`src/rtl/call_push_unit.sv`:
```
// CALL engine: allocates a stack frame, pushes the return address through a req/ack
// write port, then commits PC/SP/RA. Optional macro STACK_LIMIT_EN adds a stack-limit fault.
module call_push_unit #(
  parameter int DATA_W = 16,
  parameter int IMM_W  = 10
) (
  input  logic              clk,
  input  logic              reset,
  input  logic              start,
  input  logic [IMM_W-1:0]  immediate,
  input  logic [DATA_W-1:0] target,
  input  logic [DATA_W-1:0] pcIn,
  input  logic [DATA_W-1:0] spIn,
  input  logic [DATA_W-1:0] raIn,
  input  logic [DATA_W-1:0] stack_limit,
  output logic [DATA_W-1:0] mem_addr,
  output logic [DATA_W-1:0] mem_wdata,
  output logic              mem_we,
  input  logic              mem_ack,
  output logic [DATA_W-1:0] pcOut,
  output logic [DATA_W-1:0] spOut,
  output logic [DATA_W-1:0] raOut,
  output logic              busy,
  output logic              done,
  output logic              fault,
  output logic [1:0]        fsm_state
);

  // Handshake: mem_we/mem_addr/mem_wdata are held stable from the cycle after
  // the accepted start until the clock edge at which mem_ack is sampled high.

  typedef enum logic [1:0] {
    IDLE  = 2'd0,
    WRITE = 2'd1,
    DONE  = 2'd2
  } state_t;

  state_t state, state_next;

  logic [DATA_W-1:0] imm_ext;
  logic [DATA_W-1:0] off;
  logic [DATA_W-1:0] nsp;
  logic              start_fault;
  logic [DATA_W-1:0] pc_q;
  logic [DATA_W-1:0] target_q;

  // Same encoding as the return ALU, so RETURN with this immediate undoes the CALL.
  always_comb begin
    imm_ext = {{(DATA_W-IMM_W){immediate[IMM_W-1]}}, immediate};
    off     = imm_ext << 1;
    nsp     = spIn - off;
  end

`ifdef STACK_LIMIT_EN
  logic borrow;
  always_comb begin
    borrow      = !immediate[IMM_W-1] && (off > spIn);
    start_fault = (nsp < stack_limit) || borrow;
  end
`else
  logic unused_limit;
  assign unused_limit = ^stack_limit;
  assign start_fault  = 1'b0;
`endif

  assign fsm_state = state;

  always_ff @(posedge clk) begin
    if (reset) state <= IDLE;
    else       state <= state_next;
  end

  always_comb begin
    state_next = state;
    case (state)
      IDLE:    if (start) state_next = start_fault ? DONE : WRITE;
      WRITE:   if (mem_ack) state_next = DONE;
      DONE:    state_next = IDLE;
      default: state_next = IDLE;
    endcase
  end

  always_ff @(posedge clk) begin
    if (reset) begin
      mem_addr  <= '0;
      mem_wdata <= '0;
      mem_we    <= 1'b0;
      pcOut     <= '0;
      spOut     <= '0;
      raOut     <= '0;
      busy      <= 1'b0;
      done      <= 1'b0;
      fault     <= 1'b0;
      pc_q      <= '0;
      target_q  <= '0;
    end else begin
      case (state)
        IDLE: begin
          if (start) begin
            busy <= 1'b1;
            if (start_fault) begin
              // Rejected frame: report and leave architectural state untouched.
              done  <= 1'b1;
              fault <= 1'b1;
            end else begin
              mem_we    <= 1'b1;
              mem_addr  <= nsp;
              mem_wdata <= raIn;
              pc_q      <= pcIn;
              target_q  <= target;
            end
          end
        end
        WRITE: begin
          if (mem_ack) begin
            mem_we <= 1'b0;
            spOut  <= mem_addr;
            raOut  <= pc_q + DATA_W'(2);
            pcOut  <= target_q;
            done   <= 1'b1;
          end
        end
        DONE: begin
          done  <= 1'b0;
          fault <= 1'b0;
          busy  <= 1'b0;
        end
        default: begin
          mem_we <= 1'b0;
          done   <= 1'b0;
          fault  <= 1'b0;
          busy   <= 1'b0;
        end
      endcase
    end
  end

endmodule

```
`config.mk`:
```
export PLATFORM = sky130hd
export DESIGN_NAME = call_push_unit
export DESIGN_NICKNAME = d
export VERILOG_FILES = /design/src/rtl/call_push_unit.sv
export SDC_FILE = /design/constraint.sdc
export NUM_CORES = 1
export LEC_CHECK = 0
export CELL_PAD_IN_SITES_DETAIL_PLACEMENT = 0
export CELL_PAD_IN_SITES_GLOBAL_PLACEMENT = 1
export CORE_AREA = 2 2 137 139
export DETAILED_ROUTE_END_ITERATION = 16
export DIE_AREA = 0 0 139 141
export PLACE_DENSITY_LB_ADDON = 0.25
export SLEW_MARGIN = 25
export SYNTH_ARGS = -nofsm -noshare
export SYNTH_HDL_FRONTEND = slang
export SYNTH_SLANG_ARGS = --single-unit
```
`constraint.sdc`:
```
create_clock -name clk -period 2.1 [get_ports clk]
set_clock_uncertainty 0.1 [all_clocks]
set_input_delay 0.42 -clock clk [delete_from_list [all_inputs] [get_ports clk]]
set_output_delay 0.42 -clock clk [all_outputs]
set_load 0.02 [all_outputs]
```
==> results of run 1 <==
-- per-layer routing --
| metal | up-vias | global-route usage | wire length, um |
|---|---|---|---|
| met2 | 106 | 0.273 | 7450 |
| met5 | - | 0 | 0 |
| li1 | 2553 | - | - |
| met3 | 10 | 0.0462 | 741 |
| met4 | 0 | 0.0457 | 149 |
| met1 | 2300 | 0.185 | 6650 |
-- path summary, 6_finish.rpt --
kind	endpoint	slack, ps	depth (start not counted)
setup / recovery	mem_addr[11]	30	7
hold / removal	spOut[9]	240	2
setup reg to reg	raOut[15]	410	6
hold reg to reg	pcOut[4]	350	2
-- worst max-delay path, cell delays in order --
cell and delay [ps]:
sky130_fd_sc_hd__clkdlybuf4s50_1 470, sky130_fd_sc_hd__inv_1 100, sky130_fd_sc_hd__ha_1 380, sky130_fd_sc_hd__a21oi_1 270, sky130_fd_sc_hd__o21ai_1 170, sky130_fd_sc_hd__a32o_1 230
sky130_fd_sc_hd__a211o_1 220
-- area by class of cell --
| type | count | area, um^2 | share of cell area |
|---|---|---|---|
| multi-input cells | 465 | 2630 | 0.330 |
| well taps | 234 | 293 | 0.0367 |
| inverters | 16 | 60.1 | 0.00752 |
| clock inverters | 9 | 150 | 0.0188 |
| flip-flops and latches | 117 | 2340 | 0.293 |
| repair buffers | 209 | 2040 | 0.255 |
| clock buffers | 23 | 468 | 0.0586 |
-- report_power, final --
part           internal [W]  total, W  switching [W]
clock               0.00204   0.00305        0.00100
combinational      0.000545   0.00110       0.000551
sequential          0.00234   0.00244      0.0000941
-- timing repair --
action | 4_1_cts | 5_1_grt
pin swaps | 6 | 3
gates resized for setup | 13 | 11
gates cloned | 0 | 0
endpoints found under the setup margin | 8 | 7
buffers inserted | 1 | 1
-- placed cells by master (no fill, tap or decap), drive strengths merged, types with 7 or more instances in the layout --
cell type,netlist,routed
o21ai,10,10
xor2,8,8
buf,22,48
ha,15,15
inv,16,16
nand3,19,19
a21oi,105,105
dfxtp,117,117
clkdlybuf4s50,0,155
and3,7,7
nor2,27,27
a211oi,18,18
nand2,185,185
nor3,12,12
clkbuf,18,23
-- through the flow --
stage | TNS [ps] | hold WS, ps
floorplan | 0 | 332
global placement | -4510 | 337
detailed placement | -4700 | 342
CTS | 0 | 226
global route | -141 | 238
finish | 0 | 239
-- registers in the layout, summed over array words and instances, names as in the netlist --
register   flops
mem_we         1
busy           1
target_q      16
pc_q          16
fsm_state      2
mem_wdata     16
spOut         16
done           1
pcOut         16
raOut         16
mem_addr      16
-- cells by family after synthesis --
kind of cell	count (synthesis)	share of synthesized area
AND/OR/NAND/NOR	275	0.236
flip-flops	117	0.456
AO/OA/AOI/OAI	159	0.187
adder cells (fa/ha/maj)	16	0.0404
XOR/XNOR	13	0.0222
buffers and inverters	56	0.0558
other	1	0.000730
multiplexers	1	0.00195
==> impl_summary.log, run 1 <==
[metrics] run status: finished, final reports clean
[metrics] number of placement rows: 50
[metrics] share of the core filled with cells in the final layout: 0.437
[metrics] placed standard-cell area: about 7300 um^2
[metrics] critical path arrival: 2270 ps
[metrics] final worst-path setup slack: 33.4 ps
[metrics] worst supply voltage drop on vdd: about 530 uV
[metrics] total routed wirelength: about 15000 um
[metrics] final total power: 0.00658 W
[metrics] fraction of final layout cells with drive strength greater than 1: 0.126
[metrics] classification of the worst-slack hold path: in2reg
[metrics] Post-Syn Nets: 748
[metrics] cells taking the most area after synthesis: sky130_fd_sc_hd__dfxtp_1 46%, sky130_fd_sc_hd__nand2_1 14%, sky130_fd_sc_hd__a21oi_1 10%
[metrics] sum of overflow across all layers after global routing: 0
[metrics] Yosys warnings: 0
[metrics] floorplan die width: 139 um
[metrics] worst-case setup slack after placement: -575 ps
[metrics] detail-routed net length per standard cell: 14.0 um
[metrics] Synth cell types: 60
[metrics] First DRT Iteration DRCs: 158
[metrics] I/O pin total: 180
[metrics] Finish-stage setup viols: 0
[metrics] via count of the first global-routing pass: about 5k
[metrics] 1st-pass router iterations: 4
[metrics] minimum period implied by the final worst setup slack: a little over 2000 ps
[metrics] source of the worst hold timing path: reset
[metrics] Std-Cell Core Area: 18300 um^2
[metrics] overall die area: 19600 um^2
[metrics] first-pass GRT wire length: 24600 um
[metrics] post-synthesis average cell area: 8.05 um^2
[metrics] HPWL after detailed placement: roughly 11000 um
[metrics] Netlist Area Pre-Place: 5140 um^2
[metrics] number of antenna repair diodes: 0
[metrics] classification of the worst setup path: in2reg
[metrics] via-per-instance ratio: 4.63
[metrics] Die Ht: 141 um
[metrics] insertion delay to the later sink of the worst-skew pair: ~410 ps
[metrics] P&R area growth vs syn: 55.4%
[metrics] launching point of the worst reg2reg path: pc_q[1]
[metrics] total clock buffers created by CTS: 17
[metrics] number of endpoints with negative hold slack in the final report: 0
[metrics] kind of launch point of the worst setup path: primary input
[metrics] Worst Setup End Kind: flop
[metrics] most frequently used cell type in the post-synthesis netlist: sky130_fd_sc_hd__nand2_1
[metrics] hold bufs inserted after CTS: 0
[metrics] dominant cell type by area after synthesis: sky130_fd_sc_hd__dfxtp_1
[metrics] proportion of netlist area held by the largest area contributor: 0.456
[metrics] global-route usage over all layers: 0.156
[metrics] fill cell instance count of the final layout: 1831
[metrics] unrepaired setup endpoints after global routing: yes
[metrics] Placer Congestion: 0.806
[metrics] pin count of the biggest net entering global routing: 48
[metrics] launching element of the worst setup path: immediate[9]
[metrics] register area share after synthesis: 0.456
[metrics] nets: 936
[metrics] WP data required: 2300 ps
[metrics] level count of the clock H-tree: 4
[metrics] post-route cell area: approximately 8000 um^2
[metrics] reported leakage power: 2.99 nW
[metrics] final std cells w/o fill: 1073
[metrics] routed vias: 4969
[metrics] CTS tree: yes
[metrics] Residual DRC: 0
[metrics] root buffer cell: sky130_fd_sc_hd__clkbuf_16
[metrics] max capacitance violation total: 0
[metrics] TritonCTS sink count: 117
[metrics] final critical-path share of the clock period: 0.984
[metrics] Main synth FF type: sky130_fd_sc_hd__dfxtp_1
[metrics] top cells by count, synth: 185 x sky130_fd_sc_hd__nand2_1, 117 x sky130_fd_sc_hd__dfxtp_1, 103 x sky130_fd_sc_hd__a21oi_1
[metrics] number of buffers on the longest clock path: 2
[metrics] flip-flop and latch count after synthesis: 117
[metrics] initial cell density of the core: 0.281
[metrics] power density over the cells: around 820 nW/um^2
[metrics] number of routed nets with antenna violations: 0
[metrics] Port-buffer cells: 162
[metrics] final slew viol count: 0
[metrics] f_max: 484 MHz
[metrics] DP Cell Count: slightly above 1k
[metrics] antenna violations before repair: 0
[metrics] share of flip-flops with an asynchronous set or reset: 0
[metrics] number of flops mapped to enable cells by yosys: 0
[metrics] cells after synthesis: 638
[metrics] maximum fanout count along the critical path: 5
[metrics] clock slew seen by the registers of the worst setup and hold paths: 60 ps
No activity file was read; power rests on OpenSTA's default activity.
==> run 2: changes to the inputs <==
CORE_AREA = 2 2 125 127   (was 2 2 137 139)
DIE_AREA = 0 0 127 129   (was 0 0 139 141)
clock period = 2.65 ns   (was 2.1 ns; I/O delays follow)
==> run 2 against run 1 <==
Wire length down 2.0%. Critical path depth up 2. Largest cell class unchanged. Critical path type unchanged. Combinational power down 28%. Final cell count down 6.9%. First-iteration DRC count up 67%. Hold slack better by 110 ps.
==> impl_summary.log, run 2 (same netlist as run 1, synthesis figures left out) <==
[metrics] final std cells w/o fill: 999 (was 1073)
[metrics] First DRT Iteration DRCs: 264 (was 158)
[metrics] total routed wirelength: 14700 um (was 15000 um)
[metrics] detail-routed net length per standard cell: 14.7 um (was 14.0 um)
[metrics] series of cell instances along the critical path: clkdlybuf4s50_1, inv_1, ha_1, fa_1, nand2b_1, a21oi_2, o2111ai_2, nor2b_1, o311ai_2 (was clkdlybuf4s50_1, inv_1, ha_1, a21oi_1, o21ai_1, a32o_1, a211o_1)
[metrics] overall die area: 16400 um^2 (was 19600 um^2)
[metrics] Die Ht: 129 um (was 141 um)
[metrics] unrepaired setup endpoints after global routing: no (was yes)
[metrics] TritonCTS sink count: 117 (unchanged)
[metrics] fraction of final layout cells with drive strength greater than 1: 0.0765 (was 0.126)
[metrics] classification of the worst-slack hold path: reg2reg (was in2reg)
[metrics] antenna violations before repair: 1 (was 0)
[metrics] final worst-path setup slack: 188 ps (was 33.4 ps)
[metrics] critical path arrival: 2670 ps (was 2270 ps)
[metrics] level count of the clock H-tree: 4 (unchanged)
[metrics] DP Cell Count: 967 (was 1039)
[metrics] setup fix buffers added after clock tree synthesis: 0 (was 1)
[metrics] insertion delay to the later sink of the worst-skew pair: 400 ps (was 410 ps)
[metrics] maximum fanout count along the critical path: 4 (was 5)
[metrics] Port-buffer cells: 162 (unchanged)
[metrics] grt met2 use: 0.309 (was 0.273)
[metrics] total clock buffers created by CTS: 17 (unchanged)
[metrics] clock slew seen by the registers of the worst setup and hold paths: 50 ps (was 60 ps)
[metrics] via count of the first global-routing pass: 4689 (was 4919)
[metrics] f_max: 406 MHz
[metrics] Residual DRC: 0 (unchanged)
[metrics] Critical-path top delay cell: sky130_fd_sc_hd__clkdlybuf4s50_1 (unchanged)
[metrics] initial cell density of the core: 0.343 (was 0.281)
[metrics] CTS tree: yes (unchanged)
[metrics] number of routed nets with antenna violations: 0 (unchanged)
[metrics] kind of cell adding the most delay to the critical path: compound AO/OA/AOI/OAI gates (unchanged)
[metrics] Finish-stage setup viols: 0 (unchanged)
[metrics] first-pass GRT wire length: 22900 um (was 24600 um)
[metrics] I/O pin total: 180 (unchanged)
[metrics] run status: finished, final reports clean (unchanged)
[metrics] hold bufs inserted after CTS: 0 (unchanged)
[metrics] # resized after CTS: 0 (was 13)
[metrics] via-per-instance ratio: 4.99 (was 4.63)
[metrics] final critical-path share of the clock period: 0.929
[metrics] global-route usage over all layers: 0.176 (was 0.156)
[metrics] number of buffers on the longest clock path: 2 (unchanged)
[metrics] worst-case setup slack after placement: -240 ps (was -575 ps)
[metrics] final slew viol count: 0 (unchanged)
[metrics] P&R area growth vs syn: 47.8% (was 55.4%)
[metrics] classification of the worst setup path: in2reg (unchanged)
[metrics] Worst Setup End Kind: flop (unchanged)
[metrics] number of placement rows: 45 (was 50)
[metrics] WP data required: 2860 ps (was 2300 ps)
[metrics] highest-count cells in the layout ignoring fill and taps: 185 x sky130_fd_sc_hd__nand2_1, 161 x sky130_fd_sc_hd__clkdlybuf4s50_1, 117 x sky130_fd_sc_hd__dfxtp_1 (was 185 x sky130_fd_sc_hd__nand2_1, 155 x sky130_fd_sc_hd__clkdlybuf4s50_1, 117 x sky130_fd_sc_hd__dfxtp_1)
[metrics] global-route layer with the greatest usage: met2 (unchanged)
[metrics] worst supply voltage drop on vdd: 394 uV (was 527 uV)
[metrics] power density over the cells: 672 nW/um^2 (was 824 nW/um^2)
[metrics] nets: 908 (was 936)
[metrics] routed vias: 4987 (was 4969)
[metrics] met1 track demand over resource in global routing: 0.210 (was 0.185)
[metrics] Placer Congestion: 0.806 (about the same)
[metrics] floorplan die width: 127 um (was 139 um)
[metrics] Std-Cell Core Area: 15000 um^2 (was 18300 um^2)
[metrics] Critical path buffers and inverters: 2 (unchanged)
[metrics] root buffer cell: sky130_fd_sc_hd__clkbuf_16 (unchanged)
[metrics] max capacitance violation total: 0 (unchanged)
[metrics] most common library cell in the layout ignoring fill and taps: sky130_fd_sc_hd__nand2_1 (unchanged)
[metrics] reported leakage power: 2.81 nW (was 2.99 nW)
[metrics] 1st-pass router iterations: 5 (was 4)
[metrics] number of endpoints with negative hold slack in the final report: 0 (unchanged)
[metrics] slowest cell delay on critical path: 450 ps (was 470 ps)
[metrics] HPWL after detailed placement: 10100 um (was 10800 um)
[metrics] sum of overflow across all layers after global routing: 0 (unchanged)
[metrics] global routing usage on met3: 0.0516 (was 0.0462)
[metrics] pin count of the biggest net entering global routing: 97 (was 48)
[metrics] minimum period implied by the final worst setup slack: 2460 ps
[metrics] kind of launch point of the worst setup path: primary input (unchanged)
-- run 2: area by class of cell --
cell class | count | area, um^2
multi-input combinational | 465 | 2520
tap | 188 | 235
timing repair buffer | 181 | 1820
sequential | 117 | 2340
clock buffer | 22 | 454
fill | 1444 | 7390
antenna | 1 | 2.50
clock inverter | 9 | 153
inverter | 16 | 60.1
-- run 2: worst register-to-register path: stages (launching register included) --
cell	delay, ps
sky130_fd_sc_hd__dfxtp_1	490
sky130_fd_sc_hd__and3_2	510
sky130_fd_sc_hd__buf_4	330
sky130_fd_sc_hd__nand2_1	100
sky130_fd_sc_hd__a21oi_1	130
-- run 2: layer usage --
layer / share of wire / routed length [um]
met1: 0.44 / 6400
met5: 0 / 0
met4: 0.016 / 228
met3: 0.060 / 876
met2: 0.49 / 7180
-- run 2: where the power goes --
part | internal, W | switching (W) | leakage (nW)
clock network | 0.00159 | 0.000784 | 0.298
logic | 0.000381 | 0.000415 | 1.56
registers | 0.00186 | 0.0000719 | 0.956
total | 0.00383 | 0.00127 | 2.81
-- run 2: per-stage QoR --
stage	total power, W	TNS, ps	instance area, um^2	hold slack (ps)	utilization
6_report	0.00510	0	7590	346	0.507
3_5_place_dp	0.00277	-732	6980	344	0.466
3_3_place_gp	0.00275	-624	6980	335	0.466
5_1_grt	0.00533	0	7590	367	0.507
4_1_cts	0.00516	0	7590	351	0.507
2_1_floorplan	0.00239	0	5140	332	-
-- run 2: path summary, 6_finish.rpt --
| check | from | to | slack, ps | cells after the start |
|---|---|---|---|---|
| worst max-delay path | spIn[1] | mem_addr[15] | 190 | 9 |
| worst min-delay path | target_q[8] | pcOut[8] | 350 | 2 |
| worst max register to register | fsm_state[0] | spOut[8] | 910 | 4 |
| worst min register to register | target_q[8] | pcOut[8] | 350 | 2 |
==> run 3: changes to the inputs <==
CORE_AREA = 2 2 107 109   (was 2 2 125 127)
DIE_AREA = 0 0 109 111   (was 0 0 127 129)
DONT_BUFFER_PORTS = 1   (was default)
==> run 3 against run 2 <==
Wire length shrank 18%. Clock power shrank 15%. Flip-flop and latch count unchanged. Largest cell class unchanged.
==> impl_summary.log, run 3 (same netlist as run 1, synthesis figures left out) <==
[metrics] run status: finished, final reports clean (unchanged)
[metrics] number of buffers on the longest clock path: 2 (unchanged)
[metrics] final critical-path share of the clock period: 0.771 (was 0.929)
[metrics] Slew Limit Headroom: 0.581
[metrics] Residual DRC: 0 (unchanged)
[metrics] 1st-pass router iterations: 4 (was 5)
[metrics] number of routed nets with antenna violations: 0 (unchanged)
[metrics] max capacitance violation total: 0 (unchanged)
[metrics] critical path arrival: 2260 ps (was 2670 ps)
[metrics] antenna violations before repair: 0 (was 1)
[metrics] minimum period implied by the final worst setup slack: 2040 ps (was 2460 ps)
[metrics] root buffer cell: sky130_fd_sc_hd__clkbuf_16 (unchanged)
[metrics] post-route cell area: 5690 um^2 (was 7590 um^2)
[metrics] reported leakage power: 2.10 nW (was 2.81 nW)
[metrics] Placer Congestion: 0.897 (was 0.806)
[metrics] kind of launch point of the worst setup path: primary input (unchanged)
[metrics] most common library cell in the layout ignoring fill and taps: sky130_fd_sc_hd__nand2_1 (unchanged)
[metrics] maximum fanout count along the critical path: 4 (unchanged)
[metrics] final std cells w/o fill: 780 (was 999)
[metrics] Internal Pwr Total: 0.00330 W (was 0.00383 W)
[metrics] setup tns final: 0 ps (unchanged)
[metrics] clock slew seen by the registers of the worst setup and hold paths: 50 ps (about the same)
[metrics] initial cell density of the core: 0.464 (was 0.343)
[metrics] pin slew with the least headroom to its limit: ~630 ps
[metrics] fill cell instance count of the final layout: 1067 (was 1444)
[metrics] number of endpoints with negative hold slack in the final report: 0 (unchanged)
[metrics] setup fix buffers added after clock tree synthesis: 0 (unchanged)
[metrics] CTS tree: yes (unchanged)
[metrics] first-pass GRT wire length: 19500 um (was 22900 um)
[metrics] global-route usage over all layers: 0.204 (was 0.176)
[metrics] final slew viol count: 0 (unchanged)
[metrics] unrepaired setup endpoints after global routing: no (unchanged)
[metrics] Comb power frac: 0.090 (was 0.156)
[metrics] WP data required: 2860 ps (about the same)
[metrics] DP Cell Count: 748 (was 967)
[metrics] nets: 734 (was 908)
[metrics] fraction of final layout cells with drive strength greater than 1: 0.0738 (was 0.0765)
[metrics] classification of the worst-slack hold path: in2reg (was reg2reg)
[metrics] launching point of the worst reg2reg path: fsm_state[0] (unchanged)
[metrics] Port-buffer cells: 0 (was 162)
[metrics] HPWL after detailed placement: 8240 um (was 10100 um)
[metrics] classification of the worst setup path: in2reg (unchanged)
[metrics] Die Ht: 111 um (was 129 um)
[metrics] Switching Fraction: 0.255 (was 0.249)
[metrics] Worst Setup End Kind: flop (unchanged)
[metrics] fraction of power consumed by the clock network: 0.454 (was 0.466)
[metrics] sum of overflow across all layers after global routing: 0 (unchanged)
[metrics] hold bufs inserted after CTS: 0 (unchanged)
[metrics] path depth of the worst reg2reg path: 4 (unchanged)
[metrics] highest-count cells in the layout ignoring fill and taps: 185 x sky130_fd_sc_hd__nand2_1, 117 x sky130_fd_sc_hd__dfxtp_1, 103 x sky130_fd_sc_hd__a21oi_1 (was 185 x sky130_fd_sc_hd__nand2_1, 161 x sky130_fd_sc_hd__clkdlybuf4s50_1, 117 x sky130_fd_sc_hd__dfxtp_1)
[metrics] number of placement rows: 39 (was 45)
[metrics] Finish-stage setup viols: 0 (unchanged)
[metrics] f_max: 489 MHz (was 406 MHz)
[metrics] power density over the cells: 778 nW/um^2 (was 672 nW/um^2)
[metrics] insertion delay to the later sink of the worst-skew pair: 400 ps (about the same)
[metrics] I/O pin total: 180 (unchanged)
[metrics] floorplan die width: 109 um (was 127 um)
[metrics] TritonCTS sink count: 117 (unchanged)
[metrics] routed vias: 4256 (was 4987)
[metrics] switching component of the power: 0.00113 W (was 0.00127 W)
[metrics] placed standard-cell area: 5170 um^2 (was 6980 um^2)
[metrics] cell depth of the worst min-delay path: 1 (was 2)
[metrics] slack of the worst reg-to-reg path: 640 ps (was 910 ps)
[metrics] via count of the first global-routing pass: 4050 (was 4689)
[metrics] via-per-instance ratio: 5.46 (was 4.99)
[metrics] capture point of the worst reg-to-reg path: pc_q[6] (was spOut[8])
[metrics] total clock buffers created by CTS: 17 (unchanged)
[metrics] Std-Cell Core Area: 11100 um^2 (was 15000 um^2)
[metrics] worst supply voltage drop on vdd: 436 uV (was 394 uV)
[metrics] First DRT Iteration DRCs: 244 (was 264)
[metrics] number of antenna repair diodes: 0 (was 1)
[metrics] source of the worst hold timing path: reset (was target_q[8])
[metrics] pin count of the biggest net entering global routing: 120 (was 97)
[metrics] # resized after CTS: 0 (unchanged)
[metrics] detail-routed net length per standard cell: 15.5 um (was 14.7 um)
[metrics] P&R area growth vs syn: 10.8% (was 47.8%)
[metrics] Worst Hold Path EP: spOut[9] (was pcOut[8])
[metrics] level count of the clock H-tree: 4 (unchanged)
[metrics] overall die area: 12100 um^2 (was 16400 um^2)
[metrics] total routed wirelength: 12100 um (was 14700 um)
[metrics] portion of total power attributed to sequential cells: 0.457 (was 0.378)
-- run 3: changes by cell type in the layout (fill, tap and decap cells not counted), sizes merged --
cell           delta
buf              -13
bufinv            -4
clkbuf            +6
clkdlybuf4s50   -161
clkinv            -1
diode             -1
-- run 3: worst max-delay path by stage --
stage | startpoint | end | slack, ps | cells past startpoint
floorplan | spIn[1] | mem_addr[15] | 370 | 8
global route | spIn[1] | mem_addr[15] | 440 | 8
global placement | spIn[1] | mem_addr[15] | 190 | 8
finish | spIn[1] | mem_addr[15] | 610 | 8
CTS | spIn[1] | mem_addr[15] | 610 | 8
detailed placement | spIn[1] | mem_addr[15] | 160 | 8
-- run 3: final cells by class --
type	count	area, um^2	share of cell area
clock inverters	4	20.0	0.00352
repair buffers	7	65.1	0.0114
well taps	143	179	0.0314
clock buffers	28	507	0.0890
multi-input cells	465	2520	0.443
flip-flops and latches	117	2340	0.411
inverters	16	60.1	0.0105
-- run 3: metrics by stage --
step	utilization	hold slack, ps	worst slack, ps	power (W)
global placement	0.466	330	192	0.00244
floorplan	-	332	367	0.00239
global route	0.514	82.8	441	0.00462
detailed placement	0.466	338	163	0.00246
finish	0.514	96.7	606	0.00443
CTS	0.514	78.2	608	0.00448
-- run 3: power by group through the flow --
stage,combinational [W],clock (W),sequential (W)
floorplan,0.000355,0,0.00203
global placement,0.000387,0,0.00206
detailed placement,0.000399,0,0.00206
CTS,0.000401,0.00205,0.00202
global route,0.000457,0.00212,0.00204
finish,0.000397,0.00201,0.00202
-- run 3: layer usage --
metal | up-vias | track usage | wire (um)
met5 | - | 0 | 0
met4 | 0 | 0.0846 | 245
met3 | 19 | 0.0747 | 1030
met2 | 125 | 0.333 | 5740
met1 | 1964 | 0.240 | 5060
li1 | 2148 | - | -
-- run 3: worst max-delay path: stages --
cell and delay, ps:
sky130_fd_sc_hd__inv_1 20, sky130_fd_sc_hd__ha_1 220, sky130_fd_sc_hd__fa_1 390, sky130_fd_sc_hd__nand2b_1 200, sky130_fd_sc_hd__a21oi_2 210, sky130_fd_sc_hd__o2111ai_2 220
sky130_fd_sc_hd__nor2b_1 190, sky130_fd_sc_hd__o311ai_2 270
